## src/rtl/mc_ctrl_pkg.sv

```systemverilog
// ============================================================================
// Module : mc_ctrl_pkg
// Brief  : Shared encodings for the multicycle controller. The JUMP state
//          exists only when JUMP_SUPPORT_EN is defined.
// Rev    : 1.0
// ============================================================================
`default_nettype none

package mc_ctrl_pkg;

   typedef enum logic [3:0] {
      FETCH  = 4'd0,
      DECODE = 4'd1,
      MEMADR = 4'd2,
      MEMRD  = 4'd3,
      MEMWB  = 4'd4,
      MEMWR  = 4'd5,
      EXEC   = 4'd6,
      RWB    = 4'd7,
`ifdef JUMP_SUPPORT_EN
      BRANCH = 4'd8,
      JUMP   = 4'd9
`else
      BRANCH = 4'd8
`endif
   } state_t;

   localparam logic [5:0] OP_RTYPE = 6'b000000;
   localparam logic [5:0] OP_LW    = 6'b100011;
   localparam logic [5:0] OP_SW    = 6'b101011;
   localparam logic [5:0] OP_BEQ   = 6'b000100;
   localparam logic [5:0] OP_J     = 6'b000010;

   localparam logic [1:0] ALUOP_ADD   = 2'b00;
   localparam logic [1:0] ALUOP_SUB   = 2'b01;
   localparam logic [1:0] ALUOP_FUNCT = 2'b10;

   localparam logic [1:0] PCSRC_ALU    = 2'b00;
   localparam logic [1:0] PCSRC_ALUOUT = 2'b01;
   localparam logic [1:0] PCSRC_JUMP   = 2'b10;

   localparam logic [1:0] SRCB_REG  = 2'b00;
   localparam logic [1:0] SRCB_FOUR = 2'b01;
   localparam logic [1:0] SRCB_IMM  = 2'b10;
   localparam logic [1:0] SRCB_BOFF = 2'b11;

   function automatic logic is_mem_state(input state_t s);
      return (s == FETCH) || (s == MEMRD) || (s == MEMWR);
   endfunction

endpackage

`default_nettype wire

```

## src/rtl/multicycle_control_if.sv

```systemverilog
// ============================================================================
// Module : multicycle_control_if
// Brief  : Opcode in, datapath enables/selects out of the multicycle controller.
// Rev    : 1.0
// ============================================================================
`default_nettype none

interface multicycle_control_if;
   logic [5:0] op;
   logic       PCWrite;
   logic       PCWriteCond;
   logic       IorD;
   logic       MemRead;
   logic       MemWrite;
   logic       MemtoReg;
   logic       IRWrite;
   logic       ALUSrcA;
   logic       RegWrite;
   logic       RegDst;
   logic [1:0] PCSource;
   logic [1:0] ALUOp;
   logic [1:0] ALUSrcB;
   logic [3:0] state;
   logic       illegal_op;

   modport master (
      input  op,
      output PCWrite, PCWriteCond, IorD, MemRead, MemWrite, MemtoReg,
             IRWrite, ALUSrcA, RegWrite, RegDst, PCSource, ALUOp, ALUSrcB,
             state, illegal_op
   );

   modport slave (
      output op,
      input  PCWrite, PCWriteCond, IorD, MemRead, MemWrite, MemtoReg,
             IRWrite, ALUSrcA, RegWrite, RegDst, PCSource, ALUOp, ALUSrcB,
             state, illegal_op
   );
endinterface

`default_nettype wire

```

## src/rtl/mem_wait_counter.sv

```systemverilog
// ============================================================================
// Module : mem_wait_counter
// Brief  : 4-bit cycle counter for memory states; done when count hits MEM_WAIT.
// Rev    : 1.0
// ============================================================================
`default_nettype none

module mem_wait_counter #(
   parameter int MEM_WAIT = 0
) (
   input  wire logic clk,
   input  wire logic rst,
   input  wire logic clear,
   input  wire logic enable,
   output logic      done
);

   logic [3:0] r_count;

   always_ff @(posedge clk) begin
      if (rst || clear) begin
         r_count <= 4'd0;
      end else if (enable) begin
         r_count <= r_count + 4'd1;
      end
   end

   assign done = (r_count == 4'(MEM_WAIT));

endmodule

`default_nettype wire

```

## src/rtl/multicycle_control.sv

```systemverilog
// ============================================================================
// Module : multicycle_control
// Brief  : Moore FSM controller for a multicycle MIPS datapath.
//          Define JUMP_SUPPORT_EN to add the JUMP state for op 000010.
// Rev    : 1.0
// ============================================================================
`default_nettype none

module multicycle_control
   import mc_ctrl_pkg::*;
#(
   parameter int MEM_WAIT = 0
) (
   input  wire logic              clk,
   input  wire logic              rst,
   multicycle_control_if.master   bus
);

   state_t     r_state;
   state_t     w_next;
   logic       w_wait_done;
   logic       w_illegal;
   logic       w_pc_write, w_pc_write_cond, w_iord, w_mem_read, w_mem_write;
   logic       w_memto_reg, w_ir_write, w_alu_src_a, w_reg_write, w_reg_dst;
   logic [1:0] w_pc_source, w_alu_op, w_alu_src_b;

   always_ff @(posedge clk) begin
      if (rst) begin
         r_state <= FETCH;
      end else begin
         r_state <= w_next;
      end
   end

   // Any state change clears the counter, so each memory state starts at 0.
   mem_wait_counter #(.MEM_WAIT(MEM_WAIT)) u_wait (
      .clk    (clk),
      .rst    (rst),
      .clear  (w_next != r_state),
      .enable (is_mem_state(r_state)),
      .done   (w_wait_done)
   );

   always_comb begin
      w_next    = r_state;
      w_illegal = 1'b0;
      case (r_state)
         FETCH:  if (w_wait_done) w_next = DECODE;
         DECODE: begin
            case (bus.op)
               OP_LW, OP_SW: w_next = MEMADR;
               OP_RTYPE:     w_next = EXEC;
               OP_BEQ:       w_next = BRANCH;
`ifdef JUMP_SUPPORT_EN
               OP_J:         w_next = JUMP;
`endif
               default: begin
                  w_next    = FETCH;
                  w_illegal = 1'b1;
               end
            endcase
         end
         MEMADR: w_next = (bus.op == OP_LW) ? MEMRD : MEMWR;
         MEMRD:  if (w_wait_done) w_next = MEMWB;
         MEMWB:  w_next = FETCH;
         MEMWR:  if (w_wait_done) w_next = FETCH;
         EXEC:   w_next = RWB;
         RWB:    w_next = FETCH;
         BRANCH: w_next = FETCH;
`ifdef JUMP_SUPPORT_EN
         JUMP:   w_next = FETCH;
`endif
         default: w_next = FETCH;
      endcase
   end

   always_comb begin
      w_pc_write      = 1'b0;
      w_pc_write_cond = 1'b0;
      w_iord          = 1'b0;
      w_mem_read      = 1'b0;
      w_mem_write     = 1'b0;
      w_memto_reg     = 1'b0;
      w_ir_write      = 1'b0;
      w_alu_src_a     = 1'b0;
      w_reg_write     = 1'b0;
      w_reg_dst       = 1'b0;
      w_pc_source     = PCSRC_ALU;
      w_alu_op        = ALUOP_ADD;
      w_alu_src_b     = SRCB_REG;
      case (r_state)
         FETCH: begin
            w_mem_read  = 1'b1;
            w_alu_src_b = SRCB_FOUR;
            w_ir_write  = w_wait_done;
            w_pc_write  = w_wait_done;
         end
         DECODE: w_alu_src_b = SRCB_BOFF;
         MEMADR: begin
            w_alu_src_a = 1'b1;
            w_alu_src_b = SRCB_IMM;
         end
         MEMRD: begin
            w_mem_read = 1'b1;
            w_iord     = 1'b1;
         end
         MEMWB: begin
            w_reg_write = 1'b1;
            w_memto_reg = 1'b1;
         end
         MEMWR: begin
            w_mem_write = 1'b1;
            w_iord      = 1'b1;
         end
         EXEC: begin
            w_alu_src_a = 1'b1;
            w_alu_op    = ALUOP_FUNCT;
         end
         RWB: begin
            w_reg_write = 1'b1;
            w_reg_dst   = 1'b1;
         end
         BRANCH: begin
            w_alu_src_a     = 1'b1;
            w_alu_op        = ALUOP_SUB;
            w_pc_write_cond = 1'b1;
            w_pc_source     = PCSRC_ALUOUT;
         end
`ifdef JUMP_SUPPORT_EN
         JUMP: begin
            w_pc_write  = 1'b1;
            w_pc_source = PCSRC_JUMP;
         end
`endif
         default: ;
      endcase
   end

   // Reset gates every write/strobe so an abandoned instruction writes nothing.
   assign bus.PCWrite     = w_pc_write      & ~rst;
   assign bus.PCWriteCond = w_pc_write_cond & ~rst;
   assign bus.IRWrite     = w_ir_write      & ~rst;
   assign bus.MemRead     = w_mem_read      & ~rst;
   assign bus.MemWrite    = w_mem_write     & ~rst;
   assign bus.RegWrite    = w_reg_write     & ~rst;
   assign bus.illegal_op  = w_illegal       & ~rst;
   assign bus.IorD        = w_iord;
   assign bus.MemtoReg    = w_memto_reg;
   assign bus.ALUSrcA     = w_alu_src_a;
   assign bus.RegDst      = w_reg_dst;
   assign bus.PCSource    = w_pc_source;
   assign bus.ALUOp       = w_alu_op;
   assign bus.ALUSrcB     = w_alu_src_b;
   assign bus.state       = rst ? 4'd0 : r_state;

endmodule

`default_nettype wire
```

## src/flat_wrapper.sv

```systemverilog
// flat-port wrapper written by rule: the top's interface ports become plain ports
module multicycle_control_flat import mc_ctrl_pkg::*;
#(
   parameter int MEM_WAIT = 0
)
  (clk, rst, bus_op, bus_PCWrite, bus_PCWriteCond, bus_IorD, bus_MemRead, bus_MemWrite, bus_MemtoReg, bus_IRWrite, bus_ALUSrcA, bus_RegWrite, bus_RegDst, bus_PCSource, bus_ALUOp, bus_ALUSrcB, bus_state, bus_illegal_op);
  multicycle_control_if bus_i ();
  input  wire logic clk;
  input  wire logic rst;
  input wire logic [$bits(bus_i.op)-1:0] bus_op;
  output wire logic [$bits(bus_i.PCWrite)-1:0] bus_PCWrite;
  output wire logic [$bits(bus_i.PCWriteCond)-1:0] bus_PCWriteCond;
  output wire logic [$bits(bus_i.IorD)-1:0] bus_IorD;
  output wire logic [$bits(bus_i.MemRead)-1:0] bus_MemRead;
  output wire logic [$bits(bus_i.MemWrite)-1:0] bus_MemWrite;
  output wire logic [$bits(bus_i.MemtoReg)-1:0] bus_MemtoReg;
  output wire logic [$bits(bus_i.IRWrite)-1:0] bus_IRWrite;
  output wire logic [$bits(bus_i.ALUSrcA)-1:0] bus_ALUSrcA;
  output wire logic [$bits(bus_i.RegWrite)-1:0] bus_RegWrite;
  output wire logic [$bits(bus_i.RegDst)-1:0] bus_RegDst;
  output wire logic [$bits(bus_i.PCSource)-1:0] bus_PCSource;
  output wire logic [$bits(bus_i.ALUOp)-1:0] bus_ALUOp;
  output wire logic [$bits(bus_i.ALUSrcB)-1:0] bus_ALUSrcB;
  output wire logic [$bits(bus_i.state)-1:0] bus_state;
  output wire logic [$bits(bus_i.illegal_op)-1:0] bus_illegal_op;
  assign bus_i.op = bus_op;
  assign bus_PCWrite = bus_i.PCWrite;
  assign bus_PCWriteCond = bus_i.PCWriteCond;
  assign bus_IorD = bus_i.IorD;
  assign bus_MemRead = bus_i.MemRead;
  assign bus_MemWrite = bus_i.MemWrite;
  assign bus_MemtoReg = bus_i.MemtoReg;
  assign bus_IRWrite = bus_i.IRWrite;
  assign bus_ALUSrcA = bus_i.ALUSrcA;
  assign bus_RegWrite = bus_i.RegWrite;
  assign bus_RegDst = bus_i.RegDst;
  assign bus_PCSource = bus_i.PCSource;
  assign bus_ALUOp = bus_i.ALUOp;
  assign bus_ALUSrcB = bus_i.ALUSrcB;
  assign bus_state = bus_i.state;
  assign bus_illegal_op = bus_i.illegal_op;
  multicycle_control #(.MEM_WAIT(MEM_WAIT)) u_core (.clk(clk), .rst(rst), .bus(bus_i));
endmodule
```

## config.mk

```make
export PLATFORM = sky130hd
export DESIGN_NAME = multicycle_control_flat
export DESIGN_NICKNAME = d
export VERILOG_FILES = /design/src/rtl/mc_ctrl_pkg.sv /design/src/rtl/multicycle_control_if.sv /design/src/rtl/mem_wait_counter.sv /design/src/rtl/multicycle_control.sv /design/src/flat_wrapper.sv
export SDC_FILE = /design/constraint.sdc
export NUM_CORES = 1
export LEC_CHECK = 0
export CAP_MARGIN = 20
export CELL_PAD_IN_SITES_DETAIL_PLACEMENT = 1
export CELL_PAD_IN_SITES_GLOBAL_PLACEMENT = 1
export CORE_ASPECT_RATIO = 0.9
export CORE_MARGIN = 5
export CORE_UTILIZATION = 31
export CTS_CLUSTER_DIAMETER = 100
export DETAILED_ROUTE_END_ITERATION = 7
export PLACE_DENSITY = 0.85
export SETUP_SLACK_MARGIN = 0.1
export SYNTH_ARGS = -nofsm -noshare
export SYNTH_HDL_FRONTEND = slang
export SYNTH_HIERARCHICAL = 1
export SYNTH_SLANG_ARGS = --single-unit
```

## constraint.sdc

```tcl
create_clock -name clk -period 1.7 [get_ports clk]
set_input_delay 0.425 -clock clk [delete_from_list [all_inputs] [get_ports clk]]
set_output_delay 0.425 -clock clk [all_outputs]
set_load 0.05 [all_outputs]
```

==> results of run 1 <==
[cell families after synthesis]
family / after synthesis / synth area share (%)
simple gates: 55 / 45.0
compound gates: 15 / 12.9
fa+ha+maj: 2 / 3.18
other cells: 1 / 0.476
buf+inv: 15 / 12.1
flops: 8 / 20.3
xor+xnor: 3 / 3.34
mux: 2 / 2.70
[cell usage after synthesis, types with 2 or more instances]
library cell,instances,area (um^2)
dfxtp_1,8,160
buf_6,2,22.5
xor2_1,2,17.5
o21a_1,2,15.0
nand4_1,2,12.5
nor3b_1,4,30.0
buf_4,6,45.0
nor2b_1,6,37.5
a21oi_1,5,25.0
nand3b_1,2,15.0
or3_1,2,12.5
nand2_1,4,15.0
nor4_1,3,18.8
o2111ai_1,2,17.5
and3_1,3,18.8
nand2b_1,2,12.5
nor2_1,11,41.3
nor3_1,5,25.0
ha_1,2,25.0
inv_1,4,15.0
[metrics by stage]
stage	worst slack (ns)	setup TNS [ns]
after floorplan	-0.0448	-0.0448
after global placement	-0.429	-3.01
after detailed placement	-0.486	-3.69
after CTS	-0.145	-1.16
[what timing repair did]
| item | 4_1_cts |
|---|---|
| endpoints found under the setup margin | 26 |
| resized for setup | 59 |
| pin swaps | 12 |
| buffers inserted | 13 |
| hold endpoints to repair | 0 |
==> metrics.csv, run 1 <==
metric,value,unit
Fail Step,global routing,
antenna violations before repair,1,
register bit count reported by yosys,8,
H-tree levels,1,
Synth Warn #,6,
Post-synth top flop,dfxtp_1,
Initial Util,32.2,%
Vert. Die Dim,57.8,um
IO Count,29,
Post-Place Cells,172,
Final HPWL DP,2.80,mm
GRT worst endpoint,bus_PCWriteCond,
"Seq/Total Area, Yosys",20.3,%
syn nets,111,
Worst endpoint type,top-level output,
Post-Syn Instances,101,
Synth async-reset ratio,0,%
synthesized area,787,um^2
outcome,stopped before the end,
Synth cell types,44,
CTS Root Cell,clkbuf_4,
Mapped Avg Cell Area,7.79,um^2
Post-synth EDFFs,0,
number of CTS-inserted buffers,3,
First Err,[ERROR DPL-0033] detailed placement checks failed during check placement.,
pin count of the biggest net entering global routing,12,
gpl congestion,0.840,
width of the die,63.1,um
CTS sink cnt,8,
row count,17,
Area after DPL,1570,um^2
PortBufs,27,
cts hold-fix bufs,0,
worst-case clock buffer depth,2,
==> inputs of run 2 (changes only) <==
- CELL_PAD_IN_SITES_DETAIL_PLACEMENT: 1 -> not set
- CELL_PAD_IN_SITES_GLOBAL_PLACEMENT: 1 -> not set
- CORE_AREA: not set -> 5 5 66 68
- CORE_ASPECT_RATIO: 0.9 -> not set
- CORE_MARGIN: 5 -> not set
- CORE_UTILIZATION: 31 -> not set
- CTS_CLUSTER_DIAMETER: 100 -> not set
- DIE_AREA: not set -> 0 0 71 73
- PLACE_DENSITY: 0.85 -> not set
- PLACE_DENSITY_LB_ADDON: not set -> 0.15
- SETUP_SLACK_MARGIN: 0.1 -> not set
==> metrics.csv, run 2 <==
metric,value,unit
reg2reg setup slack,0.06,ns
top flop regs,"u_core/r_state x4, u_core/u_wait/r_count x4",
Synth async-reset ratio,0,%
Final HPWL DP,2.02,mm
Post-Syn Instances,101,
Worst Slack Setup Final,-0.102,ns
DRT Pass-1 Iters,4,
Hold Startpoint,rst,
number of CTS-inserted buffers,3,
vias in the first global route,994,
largest cells by area after synthesis,"dfxtp_1 (20%), buf_4 (5.7%), nor2_1 (5.2%)",
r2r endpoint,u_core/u_wait/r_count[0],
Setup crit start,bus_op[3],
Adder-Cell Fraction of Synth Area,3.18,%
PortBufs,27,
"most common cell after layout, fill and taps aside",buf_4,
outcome,"finished, violations left",
Max Clk Rate,555,MHz
Filler Cell Count,354,
Sw Share,30.1,%
power share of the clock group,33.9,%
synthesized area,787,um^2
RSZ-0062 raised after global routing,yes,
sw power,0.199,mW
drt initial violations,16,
CTS Root Cell,clkbuf_8,
via count,939,
pin count of the biggest net entering global routing,14,
Post-Place Cells,195,
Synth Area in Simple Gates,45.0,%
H-tree levels,1,
Synth Warn #,6,
Post-synth top flop,dfxtp_1,
Post-DRT Antenna Nets,0,
mux cell area share after synthesis,2.70,%
maximum vdd drop,0.000565,V
GRT overflow,0,
post-synth top area share,20.3,%
setup TNS,-0.381,ns
Vert. Die Dim,73,um
Hold Crit Class,input port to flip-flop,
r2r startpoint,u_core/u_wait/r_count[1],
hold path depth,3,
min Tclk post-route,1.80,ns
largest fanout on the critical path,2,
Mapped Avg Cell Area,7.79,um^2
violations in the final reports,negative setup slack,
CTS sink cnt,8,
die area,5180,um^2
Worst R2R Path Depth,7,
Cell Pwr Density,364,nW/um^2
first-pass GRT wire length,4.36,mm
Synth area leader,dfxtp_1,
fin cells,208,
Final Hold Vio Count,0,
worst skew pair latency,0.23,ns
Setup Viol. Count Final,7,
GRT Overall Usage,10.4,%
post-synthesis compound-gate area fraction,12.9,%
Initial Util,20.7,%
layout cell share with drive strength beyond 1,67.7,%
Worst-path clk slew,0.04,ns
width of the die,71,um
WHS Endpoint,u_core/r_state[2],
via density per instance,4.51,
post-synthesis xor/xnor area fraction,3.34,%
max-slew violations,0,
cts hold-fix bufs,0,
Critical Path AT,1.38,ns
"Area growth, synth to finish",130,%
worst-case clock buffer depth,2,
largest family of logic cells by synthesized area,simple AND/OR/NAND/NOR gates,
CTS tree,done,
CP Launch Type,input port,
Logic pwr share,36.7,%
row count,23,
Synth cell types,44,
syn nets,111,
Post-synth EDFFs,0,
antenna cells,0,
most frequent cells in the layout,"buf_4 (32), buf_12 (21), buf_6 (6), nor2_1 (6), nor2_2 (5)",
# DRC,0,
Worst Skew,0.00440,ns
MaxCap Viol Count,0,
Post-Route WL,2.63,mm
most common cell in the synthesized netlist,nor2_1,
DR WL/cell,12.7,um
critical path endpoint category,primary output,
antenna violations before repair,0,
Reg power frac,29.4,%
synth cell count leaders,"nor2_1 (11), dfxtp_1 (8), buf_4 (6), nor2b_1 (6)",
gpl congestion,0.790,
"Seq/Total Area, Yosys",20.3,%
Internal,0.461,mW
"Req. time, crit path",1.27,ns
register bit count reported by yosys,8,
nets@finish,170,
core box area,3800,um^2
IO Count,29,
LEAKAGE,0.723,nW
final worst-path cycle share,106,%
crit path kind,input port to primary output,
[run 2: cell counts after synthesis]
No cell type changed its count.
[run 2: power by group through the flow]
| stage | registers (mW) | clock network, mW | logic (mW) |
|---|---|---|---|
| floorplan | 0.195 | 0 | 0.120 |
| finish | 0.194 | 0.224 | 0.242 |
| CTS | 0.194 | 0.234 | 0.239 |
| detailed placement | 0.200 | 0 | 0.227 |
| global placement | 0.199 | 0 | 0.226 |
| global route | 0.194 | 0.248 | 0.256 |
[run 2: layout make-up]
class,instances,area [um^2],area share [%]
well taps,50,62.6,3.45
inverters,5,23.8,1.31
multi-input cells,78,738,40.7
clock buffers,3,41.3,2.28
repair buffers,64,771,42.5
flip-flops and latches,8,175,9.67
[run 2: critical path, cell delays in order]
cell and delay (ns):
buf_6 0.09, or4_4 0.55, o21ai_4 0.09, a21oi_4 0.08, buf_12 0.14
[run 2: stage by stage]
step           utilization (%)  setup slack, ns  hold WS (ns)  power, mW  area [um^2]
6_report                  47.7           -0.102         0.578      0.660         1810
5_1_grt                   47.7           -0.152         0.581      0.698         1810
4_1_cts                   45.8           -0.104         0.589      0.667         1740
3_5_place_dp              41.2           -0.533         0.538      0.427         1570
3_3_place_gp              41.2           -0.501         0.532      0.425         1570
2_1_floorplan                -           -0.404         0.489      0.314          903
[run 2: how the worst max path moves through the flow]
stage	end	cells past startpoint	slack [ns]
floorplan	bus_MemWrite	4	-0.40
global placement	bus_illegal_op	5	-0.50
detailed placement	bus_illegal_op	5	-0.53
CTS	bus_illegal_op	5	-0.10
global route	bus_PCWrite	5	-0.15
finish	bus_illegal_op	5	-0.10
[run 2: logic make-up after synthesis]
logic type      after synthesis
flops                         8
other cells                   1
buf+inv                      15
fa+ha+maj                     2
simple gates                 55
compound gates               15
mux                           2
xor+xnor                      3
[run 2: timing repair]
action / CTS / global route
pin swaps: 5 / 8
buffers inserted: 7 / 3
gates cloned: 0 / 0
setup endpoints to repair: 22 / 21
gates resized for setup: 40 / 19
[run 2: per-layer routing]
metal / global-route usage, % / vias up / part of all wire [%]
met4: 4.38 / 0 / 1.2
met5: 0 / - / 0
met3: 2.62 / 4 / 6.1
li1: - / 472 / -
met2: 18.5 / 20 / 55
met1: 11.8 / 443 / 37
No activity file was read; power rests on OpenSTA's default activity.
==> inputs of run 3 (changes only) <==
- GPL_ROUTABILITY_DRIVEN: not set -> 0
- REMOVE_ABC_BUFFERS: not set -> 1
==> metrics.csv, run 3 (same netlist as run 2, synthesis figures left out) <==
metric,value,unit
outcome,"finished, violations left",
violations in the final reports,negative setup slack,
DRT Pass-1 Iters,4,
GR peak layer,met2,
critical path endpoint category,primary output,
Final HPWL DP,2.06,mm
WHS Endpoint,u_core/r_state[3],
worst-case clock buffer depth,2,
crit path kind,flip-flop to primary output,
cts hold-fix bufs,0,
number of CTS-inserted buffers,3,
top flop regs,"u_core/r_state x4, u_core/u_wait/r_count x4",
Final Cell Area,1970,um^2
GR met1 Demand/Resource,13.4,%
r2r endpoint,u_core/u_wait/r_count[2],
CTS Root Cell,clkbuf_8,
reg2reg setup slack,-0.09,ns
first-pass GRT wire length,4.84,mm
Worst Slack Setup Final,-0.132,ns
hold path depth,4,
sw power,0.207,mW
Post-Place Cells,199,
Area after DPL,1490,um^2
antenna cells,0,
DR WL/cell,14.1,um
width of the die,71,um
Initial Util,20.7,%
"Area growth, synth to finish",150,%
Max Clk Rate,546,MHz
MaxCap Viol Count,0,
Worst-path clk slew,0.04,ns
via density per instance,4.48,
most frequent cells in the layout,"buf_4 (38), buf_12 (21), buf_6 (9)",
Post-Route WL,3.13,mm
core box area,3800,um^2
drt initial violations,44,
die area,5180,um^2
Vert. Die Dim,73,um
Filler Cell Count,344,
Critical Path AT,1.41,ns
r2r startpoint,u_core/u_wait/r_count[0],
layout cell share with drive strength beyond 1,71.9,%
CP Launch Type,flip-flop,
row count,23,
Internal,0.475,mW
Worst Skew,0.00777,ns
Cell Pwr Density,346,nW/um^2
"Req. time, crit path",1.27,ns
pin count of the biggest net entering global routing,10,
LEAKAGE,0.799,nW
max-slew violations,0,
RSZ-0062 raised after global routing,yes,
min Tclk post-route,1.83,ns
worst skew pair latency,0.23,ns
Logic pwr share,38.5,%
final worst-path cycle share,108,%
Final Hold Vio Count,0,
met3 usage,2.34,%
maximum vdd drop,0.000220,V
IO Count,29,
# DRC,0,
Hold Crit Class,input port to flip-flop,
Worst R2R Path Depth,8,
GRT Overall Usage,11.7,%
CTS sink cnt,8,
largest fanout on the critical path,4,
via count,990,
vias in the first global route,1028,
H-tree levels,1,
nets@finish,183,
Sw Share,30.4,%
Post-DRT Antenna Nets,0,
fin cells,221,
Setup Viol. Count Final,12,
"most common cell after layout, fill and taps aside",buf_4,
CTS tree,done,
power share of the clock group,33.5,%
PortBufs,27,
Reg power frac,28.1,%
met2 GRT Util,22.5,%
GRT overflow,0,
antenna violations before repair,0,
Hold Startpoint,bus_op[0],
## run 3: per-stage QoR
stage          setup TNS [ns]  power [mW]  util, %  hold slack [ns]  worst slack [ns]
6_report               -0.961       0.682     51.9            0.562            -0.132
5_1_grt                 -1.76       0.710     51.9            0.563            -0.182
4_1_cts                -0.822       0.665     45.5            0.559            -0.200
3_5_place_dp            -3.74       0.405     39.2            0.567            -0.516
3_3_place_gp            -3.49       0.404     39.2            0.554            -0.468
2_1_floorplan           -8.33       0.285        -            0.494             -1.05
## run 3: worst max-delay path: stages (launching register included)
cell and delay [ns]:
dfxtp_4 0.35, buf_6 0.12, nor3_4 0.22, buf_6 0.13, and3_4 0.22, buf_12 0.14
## run 3: area by class of cell
class | instances | area, um^2 | share of cell area (%)
well taps | 50 | 62.6 | 3.17
inverters | 5 | 18.8 | 0.952
multi-input cells | 78 | 746 | 37.8
repair buffers | 77 | 925 | 46.9
flip-flops and latches | 8 | 178 | 9.02
clock buffers | 3 | 41.3 | 2.10
## run 3: per-layer routing
layer	share of wire [%]	routed length, um	vias up
met4	0.32	10	0
li1	-	-	498
met1	37	1160	466
met3	4.1	129	2
met5	0	0	-
met2	58	1820	24
## run 3: power groups by stage
stage	sequential (mW)	combinational (mW)	clock, mW
after global routing	0.192	0.276	0.243
final	0.191	0.262	0.228
after floorplan	0.203	0.0820	0
after global placement	0.199	0.205	0
after detailed placement	0.199	0.206	0
after CTS	0.192	0.238	0.235
## run 3: worst max path at each step
stage / from / endpoint / slack, ns / cells after the start
finish: u_core/r_state[3] / bus_PCWrite / -0.13 / 5
global route: u_core/r_state[3] / bus_PCWrite / -0.18 / 5
CTS: bus_op[0] / bus_illegal_op / -0.20 / 5
detailed placement: bus_op[1] / bus_illegal_op / -0.52 / 5
global placement: bus_op[0] / bus_illegal_op / -0.47 / 5
floorplan: u_core/r_state[0] / bus_MemWrite / -1.05 / 2
## run 3: what timing repair did
| item | in CTS | in global routing |
|---|---|---|
| gates cloned | 0 | 1 |
| gates resized for setup | 55 | 38 |
| buffers inserted | 8 | 10 |
| setup endpoints to repair | 23 | 21 |
| pin swaps | 6 | 13 |
==> inputs of run 4 (changes only) <==
- CAP_MARGIN: 20 -> not set
==> results of run 4 <==
Same layout as run 3: the final DEF is identical, and so are final timing and power.
